$ cat src/rtl/syscall_unit.sv
// syscall_unit: responds to the controller's syscall strobe in the
// single-cycle MIPS datapath. Halts on HALT_CODE, latches $a0 for the
// seven-segment display on PRINT_CODE, counts accepted syscalls and
// cycles in which the PC advanced.
//
// Build option: define SYSCALL_PAUSE_EN to hold the CPU after every
// non-halt syscall until the operator pulses go. Without it the PAUSE
// and RESUME states are unreachable, paused is tied low and go is unused.
//
// state  | meaning
// -------+-----------------------------------------------------------
// RUN    | normal execution, the only state that accepts a syscall
// PAUSE  | PC held, waiting for the operator go pulse
// RESUME | one cycle, PC steps past the syscall, syscall ignored
// HALT   | terminal, PC held until rst

module syscall_unit #(
  parameter int          CNT_W      = 16,
  parameter logic [31:0] HALT_CODE  = 32'd10,
  parameter logic [31:0] PRINT_CODE = 32'd1
) (
  input  logic             clk,
  input  logic             rst,
  input  logic             syscall,
  input  logic [31:0]      v0,
  input  logic [31:0]      a0,
  input  logic             go,
  output logic             pc_stall,
  output logic             halted,
  output logic             paused,
  output logic [31:0]      disp_data,
  output logic             disp_valid,
  output logic [CNT_W-1:0] sys_count,
  output logic [31:0]      cycle_count
);

  typedef enum logic [1:0] {
    S_RUN    = 2'd0,
    S_PAUSE  = 2'd1,
    S_RESUME = 2'd2,
    S_HALT   = 2'd3
  } state_e;

  state_e           state_q;
  logic             halted_q;
  logic             paused_q;
  logic [31:0]      disp_data_q;
  logic             disp_valid_q;
  logic [CNT_W-1:0] sys_cnt_q;
  logic [CNT_W-1:0] sys_cnt_d;
  logic [31:0]      cycle_cnt_q;
  logic [31:0]      cycle_cnt_d;

  logic accept;
  logic is_halt;
  logic is_print;
  logic pause_elig;

  assign accept   = (state_q == S_RUN) & syscall;
  assign is_halt  = (v0 == HALT_CODE);
  assign is_print = (v0 == PRINT_CODE);

`ifdef SYSCALL_PAUSE_EN
  assign pause_elig = ~is_halt;
`else
  logic unused_go;
  assign pause_elig = 1'b0;
  assign unused_go  = go;
`endif

  // Zero-latency stall so a halting or pausing syscall keeps the PC on itself
  assign pc_stall = (state_q == S_PAUSE) | (state_q == S_HALT) |
                    (accept & (is_halt | pause_elig));

  // Next values of the two counters: saturating syscall count, wrapping cycle count
  always_comb begin
    sys_cnt_d   = sys_cnt_q;
    cycle_cnt_d = cycle_cnt_q;
    if (accept && (sys_cnt_q != {CNT_W{1'b1}}))
      sys_cnt_d = sys_cnt_q + {{(CNT_W-1){1'b0}}, 1'b1};
    if (!pc_stall)
      cycle_cnt_d = cycle_cnt_q + 32'd1;
  end

  // Counter registers
  always_ff @(posedge clk) begin
    if (rst) begin
      sys_cnt_q   <= '0;
      cycle_cnt_q <= '0;
    end else begin
      sys_cnt_q   <= sys_cnt_d;
      cycle_cnt_q <= cycle_cnt_d;
    end
  end

  // Syscall FSM with registered status and display outputs
  always_ff @(posedge clk) begin
    if (rst) begin
      state_q      <= S_RUN;
      halted_q     <= 1'b0;
      paused_q     <= 1'b0;
      disp_data_q  <= '0;
      disp_valid_q <= 1'b0;
    end else begin
      disp_valid_q <= 1'b0;
      case (state_q)
        S_RUN: begin
          if (syscall) begin
            if (is_halt) begin
              state_q  <= S_HALT;
              halted_q <= 1'b1;
            end else begin
              if (is_print) begin
                disp_data_q  <= a0;
                disp_valid_q <= 1'b1;
              end
`ifdef SYSCALL_PAUSE_EN
              state_q  <= S_PAUSE;
              paused_q <= 1'b1;
`endif
            end
          end
        end
`ifdef SYSCALL_PAUSE_EN
        S_PAUSE: begin
          if (go) begin
            state_q  <= S_RESUME;
            paused_q <= 1'b0;
          end
        end
        // syscall is still high for the stalled instruction; ignore it here
        S_RESUME: state_q <= S_RUN;
`endif
        S_HALT: state_q <= S_HALT;
        default: begin
          state_q  <= S_RUN;
          paused_q <= 1'b0;
        end
      endcase
    end
  end

  assign halted      = halted_q;
  assign paused      = paused_q;
  assign disp_data   = disp_data_q;
  assign disp_valid  = disp_valid_q;
  assign sys_count   = sys_cnt_q;
  assign cycle_count = cycle_cnt_q;

endmodule

$ cat config.mk
export PLATFORM = sky130hd
export DESIGN_NAME = syscall_unit
export DESIGN_NICKNAME = d
export VERILOG_FILES = /design/src/rtl/syscall_unit.sv
export SDC_FILE = /design/constraint.sdc
export NUM_CORES = 1
export LEC_CHECK = 0
export CAP_MARGIN = 25
export CORE_MARGIN = 4
export CORE_UTILIZATION = 39
export CTS_CLUSTER_DIAMETER = 100
export DETAILED_ROUTE_END_ITERATION = 10
export PLACE_DENSITY_LB_ADDON = 0.1
export RECOVER_POWER = 50
export SYNTH_ARGS = -nofsm -noshare
export SYNTH_HDL_FRONTEND = slang
export SYNTH_SLANG_ARGS = --single-unit
$ cat constraint.sdc
create_clock -name clk -period 2.4 [get_ports clk]
set_clock_uncertainty 0.05 [all_clocks]
set_input_delay 0.48 -clock clk [delete_from_list [all_inputs] [get_ports clk]]
set_output_delay 0.48 -clock clk [all_outputs]
set_load 0.02 [all_outputs]
# Yosys cells after proc, flatten, opt, wreduce, memory -nomap -nowiden
# Index checks and enable logic that the tools add are counted.
# op_classes
add_sub_neg	2
multipliers	0
n_div	0
n_lt_le_gt_ge	0
n_eq_ne	7
n_shift	0
muxes	4
n_bitwise	7
n_reduce_logical	6
# op_table
operator	count
32-bit by 1-bit adder with 32-bit output, second input constant	1
32-bit by 1-bit == test with 1-bit output, second input constant	1
32-bit by 4-bit == test with 1-bit output, second input constant	1
16-bit by 1-bit adder with 16-bit output, second input constant	1
16-bit inequality test, second input constant	1
2-bit 2-to-1 mux	2
2-bit inequality test, second input constant	2
2-bit one-hot mux with 2 select lines	1
4-bit AND reduction	1
4-bit OR reduction	1
1-bit NOT	3
3-bit AND reduction	1
1-bit bitwise AND	2
2-bit by 1-bit == test with 1-bit output, second input constant	1
2-bit == test, second input constant	1
2-bit logical NOT	1
1-bit OR	2
2-bit AND reduction	1
1-bit logical AND	1
1-bit 2-to-1 mux	1
# word_totals
ff_bits	84
latchBits	0
ram_bits	0
mem_bits_ro	0
input_bits	68
out_inout_bits	84
wordCells	32
mem_count	0

# Longest topological paths before layout
# Gate-level depths: netlist (run 1).
# depth
ltp_word	4
depth_mapped	7
ltp_nobuf	6

# Least setup slack after synthesis (run 1)
# No wires, ideal clock.
# synth_path
path_kind	input-to-output
startpoint	in v0[2]
endpoint	out pc_stall
arrival_ps	1862
slack_ps	8
cell_stages	5
n_path_buf	2
path_cell_list	nor4_2 -> nand4_2 -> o41ai_4 -> buf_6 -> buf_6
# synth_via
elab_chain_len	3
# synth_rtl
element	line_no	text
start, declared	25	input logic [31:0] v0,
32-bit by 4-bit == test with 1-bit output	60	assign is_halt = (v0 == HALT_CODE);
1-bit bitwise AND	73	(accept & (is_halt | pause_elig));
1-bit OR	72	assign pc_stall = (state_q == S_PAUSE) | (state_q == S_HALT) |
end, declared	28	output logic pc_stall,
# No other way between the ends.

# Worst setup path after layout (run 1)
# layout_path
startpoint	in v0[28]
endpoint	out pc_stall
# Same word-level chain as after synthesis.

==> impl_metrics.py, run 1 <==
metrics = {
    "grt": {
        "grt_pass1_vias": 3509,
        "grt_use_total_pct": 18.2,
        "gr-total-overflow": 0,
        "antenna_found_initial": 0,
        "grt_start_max_net_pins": 46,
        "grt_pass1_wl_um": 17000,
    },
    "logic_synthesis": {
        "ys_seq_area_share_pct": 44.4,
        "syn_inst": 413,
        "synthArstFlopShare_pct": 0,
        "synthesis.area_um2": 3740,
        "yosys_warnings": 0,
        "ys.flop_type": "dfxtp_1",
        "synth.avg_cell_area_um2": 9.06,
        "synth-seq-cells": 83,
        "synthDistinctLibCells": 42,
        "synth-edff-count": 0,
        "syn_nets": 483,
    },
    "die": {
        "die_x_um": 106,
        "num_rows": 35,
        "floorplan.initialDensity_pct": 40.3,
        "core-area_um2": 9280,
        "die_h_um": 106,
        "io_pins": 152,
        "die_area_um2": 11200,
    },
    "routing": {
        "routed_wirelength_um": 10300,
        "post_drt_wl_per_cell_um": 14.5,
        "drc": 0,
        "first_pass_iters": 4,
        "final_antenna_net_count": 0,
        "vias_per_cell": 5.18,
        "num_vias": 3667,
        "drt_iter0_drc": 94,
    },
    "timing": {
        "maxSlewViolCount": 0,
        "rsz0062_at_grt": "yes",
        "maxSlewHeadroom_pct": 64.5,
        "fin_crit_ns": 2.34,
        "fin_hold_ws_ns": 0.442,
        "fmax_mhz": 427,
        "worst_pin_slew_ns": 0.532,
        "fin_crit_sh_pct": 97.6,
        "setup_viol": 0,
        "hold_viol": 0,
    },
    "status": {
        "outcome": "complete, no violations",
    },
    "clocking": {
        "cts_inserted_buffers": 9,
        "insertion_delay_ns": 0.34,
        "cts-htree-levels": 3,
        "cts_tree": "done",
        "hold_buffers": 0,
        "clkTransAtPathRegs_ns": 0.09,
        "cts_root_buf": "clkbuf_8",
        "cts.sinks": 83,
        "clk_path_buf_depth": 2,
    },
    "critical_path": {
        "cp_slowest_cell": "o41ai_4",
        "required_ns": 1.87,
        "start_kind": "input port",
        "cp_max_fo": 2,
        "slowest_delay_ns": 0.43,
        "crit_arrival_ns": 1.81,
        "path_class": "in -> out",
        "crit_chain": "dlygate4sd2_1, nor4_1, nand4_1, o41ai_4, buf_4",
        "end_kind": "primary output",
    },
    "finish": {
        "area_growth_pct": 51.6,
        "nets": 644,
        "diodes": 0,
        "multiInputGateArea_um2": 1960,
        "fill_cells": 870,
        "drive_gt1_share_pct": 9.84,
        "utilization_pct": 61.1,
        "seq_area_um2": 1660,
    },
    "placement": {
        "portBuffers": 149,
        "gp_congestion": 0.798,
        "dp.final_hpwl_um": 7670,
    },
    "power": {
        "switching_power_mw": 0.603,
        "leakage_nw": 2.21,
        "pwr-share-clk_pct": 41.1,
        "internal-power_mw": 2.09,
        "peakVddDrop_mv": 0.352,
        "power_density_nw_per_um2": 474,
        "comb_power_share_pct": 7.1,
        "p_sw_share_pct": 22.4,
        "seqPwrFrac_pct": 51.8,
    },
    "job": {
        "cap_violations": 0,
    },
    "min_path": {
        "min_path_type": "reg -> reg",
    },
}
## worst max-delay path: cells and delay by family
family	cells	cell delay, ns
AOI/OAI and AO/OA	1	0.43
buffers and inverters	2	0.44
and+or+nand+nor	2	0.46
## flip-flops by register name, summed over array words and instances, names as in the netlist
name and count:
state_q 1, disp_data 32, cycle_count 32, halted 1, disp_valid 1, sys_count 16
## timing repair
action                     CTS  global route
resized for setup           37            24
setup endpoints to repair    4            18
buffers inserted             1             0
pin swaps                    9             8
## synthesized netlist by cell type (2+ instances only)
master	number	area, um^2
buf_6	7	78.8
or4b_2	3	30.0
nand4_1	10	62.6
a211oi_1	2	15.0
nand2_1	21	78.8
xnor2_1	2	17.5
nor2b_1	6	37.5
and4_1	2	17.5
inv_1	7	26.3
o21ai_1	9	45.0
ha_1	2	25.0
and3_1	8	50.1
a21oi_1	32	160
nor4_2	3	37.5
dfxtp_1	83	1660
nor3_1	5	25.0
o31ai_1	16	120
xor2_1	8	70.1
nor4_1	8	50.1
or3_1	12	75.1
o41ai_1	3	26.3
or4_1	17	128
and2_1	4	25.0
o21ai_0	8	40.0
mux2i_1	34	340
nor2_1	56	210
clkbuf_1	13	48.8
o211ai_1	5	37.5
nand3_1	14	70.1
## logic make-up after synthesis
kind of cell	synth area share, %
DFF	44.4
AOI/OAI and AO/OA	12.6
other	0.100
and+or+nand+nor	26.3
buffers and inverters	4.45
xor gates and xnor gates	2.34
muxes	9.09
adders and majority gates	0.669
## cells in the final DEF, fill, tap and decap left out, types with 5 or more instances in the layout
| master | Yosys | layout |
|---|---|---|
| or3_1 | 12 | 12 |
| dfxtp_1 | 83 | 83 |
| o31ai_1 | 16 | 16 |
| nor4_2 | 3 | 6 |
| xor2_1 | 8 | 8 |
| nand4_1 | 10 | 10 |
| inv_1 | 7 | 7 |
| nand2_1 | 21 | 21 |
| o21ai_0 | 8 | 8 |
| clkbuf_2 | 0 | 5 |
| dlygate4sd3_1 | 0 | 76 |
| mux2i_1 | 34 | 34 |
| dlygate4sd2_1 | 0 | 5 |
| nor2b_1 | 6 | 6 |
| buf_4 | 1 | 19 |
| nand3_1 | 14 | 14 |
| clkdlybuf4s50_1 | 0 | 44 |
| or4_1 | 17 | 17 |
| a21oi_1 | 32 | 32 |
| clkdlybuf4s15_1 | 0 | 11 |
| o211ai_1 | 5 | 5 |
| clkbuf_8 | 0 | 9 |
| and3_1 | 8 | 8 |
| nor2_1 | 56 | 55 |
| dlymetal6s2s_1 | 0 | 6 |
| o21ai_1 | 9 | 9 |
## metal layers
layer / GRT usage [%] / part of all wire [%] / up-vias
li1: - / - / 1837
met1: 23.4 / 44 / 1737
met2: 31.0 / 50 / 84
met3: 3.52 / 4.6 / 9
met4: 5.18 / 0.90 / 0
met5: 0 / 0 / -
## final timing paths
check / startpoint / to / slack (ns) / depth (start not counted)
max: v0[28] / pc_stall / 0.06 / 5
min: disp_data[6] / disp_data[6] / 0.44 / 2
max reg2reg: cycle_count[9] / cycle_count[31] / 0.22 / 5
min reg2reg: disp_data[6] / disp_data[6] / 0.44 / 2
## power groups by stage
stage | clock network, mW | registers [mW] | logic [mW]
after floorplan | 0 | 1.44 | 0.0472
after CTS | 1.14 | 1.39 | 0.193
after detailed placement | 0 | 1.43 | 0.200
after global placement | 0 | 1.43 | 0.199
after global routing | 1.19 | 1.40 | 0.206
final | 1.10 | 1.39 | 0.190
## area by class of cell
type | count | share of cell area [%]
Sequential cell | 83 | 29.3
Clock buffer | 10 | 2.25
Clock inverter | 6 | 1.59
Inverter | 7 | 0.463
Multi-Input combinational cell | 301 | 34.6
Timing Repair Buffer | 172 | 28.9
Tap cell | 129 | 2.85
## stage by stage
stage	instance area (um^2)	TNS, ns	setup slack [ns]	cells	total power, mW
2_1_floorplan	3740	0	0.00790	413	1.48
3_3_place_gp	5430	-18.20	-0.649	691	1.62
3_5_place_dp	5430	-21.94	-0.673	691	1.63
4_1_cts	5650	0	0.00242	708	2.73
5_1_grt	5670	-0.0194	-0.0194	708	2.79
6_report	5670	0	0.0570	708	2.69
(Power assumes the default switching activity.)
==> run 2, diff against run 1 <==
- ABC_AREA: not set -> 1
- CORE_UTILIZATION: 39 -> 42
==> run 2 against run 1 <==
  * Die area grew 13%
  * Clock-buffer cell count stayed put
  * Sequential power barely moved
  * Total power increased by 7.2%
  * Highest routed layer unchanged
  * Worst setup slack improved by 0.065 ns
  * Hold slack worse by 0.023 ns
  * Sequential cell count is the same
  * Cell count increased by 44%
  * Largest cell class unchanged
==> impl_metrics.py, run 2 <==
metrics = {
    "timing": {
        "fin_crit_ns": 2.28,
        "setup_viol": 0,
        "setup_slack_ns": 0.122,
        "worst_pin_slew_ns": 0.634,
        "fin_hold_ws_ns": 0.420,
        "fmax_mhz": 439,
        "fin_crit_sh_pct": 94.9,
        "rsz0062_at_grt": "no",
        "maxSlewViolCount": 0,
        "hold_viol": 0,
        "setup_tns_ns": 0,
        "maxSlewHeadroom_pct": 57.8,
    },
    "die": {
        "die_area_um2": 12700,
        "die_x_um": 112,
        "floorplan.initialDensity_pct": 43.8,
        "core-area_um2": 10500,
        "die_h_um": 112,
        "io_pins": 152,
        "num_rows": 37,
    },
    "clocking": {
        "hold_buffers": 0,
        "cts-htree-levels": 3,
        "cts_root_buf": "clkbuf_8",
        "cts_tree": "done",
        "clk_path_buf_depth": 2,
        "cts_inserted_buffers": 9,
        "cts.sinks": 83,
        "insertion_delay_ns": 0.34,
        "clkTransAtPathRegs_ns": 0.08,
    },
    "critical_path": {
        "crit_chain": "clkdlybuf4s50_1, inv_1, nand2_1, nor2_2, nand2_1, nor2_2, nand3_2, nand2_1, buf_4",
        "worst-path-buf-inv": 3,
        "required_ns": 1.87,
        "crit_top_cell": "nand2_1",
        "cp_top_family": "simple AND/OR/NAND/NOR gates",
        "slowest_delay_ns": 0.40,
        "cp_max_fo": 2,
        "end_kind": "primary output",
        "crit_arrival_ns": 1.75,
        "start_kind": "input port",
        "cp_slowest_cell": "clkdlybuf4s50_1",
        "path_class": "in -> out",
    },
    "logic_synthesis": {
        "synthDistinctLibCells": 30,
        "synth.avg_cell_area_um2": 6.31,
        "ys_top_cells_by_count": "nand2_1 (182), nor2_1 (135), inv_1 (87), dfxtp_1 (83), nand3_1 (82)",
        "synth-seq-cells": 83,
        "ys.flop_type": "dfxtp_1",
        "synthesis.area_um2": 4580,
        "yosys_warnings": 0,
        "synth_top_cell_area_share_pct": 36.2,
        "synth_top_area_cell": "dfxtp_1",
        "syn_nets": 797,
        "synth_most_common_cell": "nand2_1",
        "ys_seq_area_share_pct": 36.2,
        "ys_top_cells_by_area": "dfxtp_1 (36%), nand2_1 (15%), nor2_1 (11%)",
        "synth-edff-count": 0,
        "syn_inst": 727,
        "synthArstFlopShare_pct": 0,
    },
    "status": {
        "outcome": "complete, no violations",
    },
    "min_path": {
        "min_path_type": "reg -> reg",
    },
    "routing": {
        "final_antenna_net_count": 0,
        "vias_per_cell": 4.88,
        "routed_wirelength_um": 12300,
        "first_pass_iters": 4,
        "drc": 0,
        "post_drt_wl_per_cell_um": 12.0,
        "drt_iter0_drc": 250,
        "num_vias": 4972,
    },
    "grt": {
        "grt_use_total_pct": 19.3,
        "grt_pass1_wl_um": 20800,
        "grt_start_max_net_pins": 65,
        "gr-total-overflow": 0,
        "antenna_found_initial": 0,
        "grt_pass1_vias": 4599,
    },
    "finish": {
        "layout_commonest_cell": "nand2_1",
        "nets": 948,
        "utilization_pct": 61.7,
        "drive_gt1_share_pct": 6.57,
        "final_area_um2": 6450,
        "area_growth_pct": 40.8,
        "final_cell_mix": "nand2_1 (183), nor2_1 (134), clkdlybuf4s50_1 (101)",
        "seq_area_um2": 1660,
        "diodes": 0,
        "fin_cells": 1019,
        "fill_cells": 1027,
        "multiInputGateArea_um2": 2390,
    },
    "power": {
        "power_density_nw_per_um2": 447,
        "p_total_mw": 2.88,
        "peakVddDrop_mv": 0.316,
        "leakage_nw": 2.90,
    },
    "placement": {
        "dp_slack_ns": -0.378,
        "dpl_cell_area_um2": 6260,
        "placed_cells": 1003,
        "portBuffers": 149,
        "gp_congestion": 0.842,
        "dp.final_hpwl_um": 9360,
    },
    "job": {
        "cap_violations": 0,
    },
}
## run 2: final timing paths
| check | startpoint | endpoint | slack, ns | depth (start not counted) |
|---|---|---|---|---|
| max | v0[5] | pc_stall | 0.12 | 9 |
| min | halted | halted | 0.42 | 2 |
| max reg2reg | sys_count[0] | sys_count[15] | 0.23 | 8 |
| min reg2reg | halted | halted | 0.42 | 2 |
## run 2: kinds of logic after synthesis
kind of cell / after synthesis / share of synthesized area, %
AND/OR/NAND/NOR: 434 / 40.4
buffers and inverters: 120 / 11.6
flip-flops: 83 / 36.2
AO/OA/AOI/OAI: 77 / 9.28
XOR/XNOR: 10 / 1.91
adder cells (fa/ha/maj): 2 / 0.546
other: 1 / 0.0818
## run 2: final cells by class
type	instances	share of cell area [%]
well taps	136	2.64
flip-flops and latches	83	25.7
multi-input cells	524	37.0
clock buffers	10	1.98
clock inverters	6	1.76
repair buffers	171	25.7
inverters	89	5.18
## run 2: where the power goes
part / internal, mW / total [mW] / switching, mW / leakage, nW
logic: 0.159 / 0.285 / 0.127 / 2.12
clock network: 0.693 / 1.20 / 0.506 / 0.113
registers: 1.39 / 1.40 / 0.0125 / 0.669
total: 2.24 / 2.88 / 0.645 / 2.90
## run 2: worst register-to-register path, cell delays in order, from the launching register on
cell	delay (ns)
dfxtp_1	0.42
ha_1	0.21
nand3_1	0.15
nor3_1	0.52
nand2_1	0.17
nand2_1	0.12
nand2_2	0.18
a21oi_1	0.19
nor2_1	0.06
## run 2: what timing repair did
action	in CTS	in global routing
cloned	0	0
buffers inserted	0	0
pin swaps	0	1
gates resized for setup	4	1
endpoints found under the setup margin	1	1
## run 2: routing by layer
metal / up-vias / wire length [um] / global-route usage (%)
li1: 2589 / - / -
met1: 2242 / 5080 / 22.6
met2: 124 / 6370 / 35.6
met3: 17 / 602 / 3.40
met4: 0 / 217 / 6.25
met5: - / 0 / 0
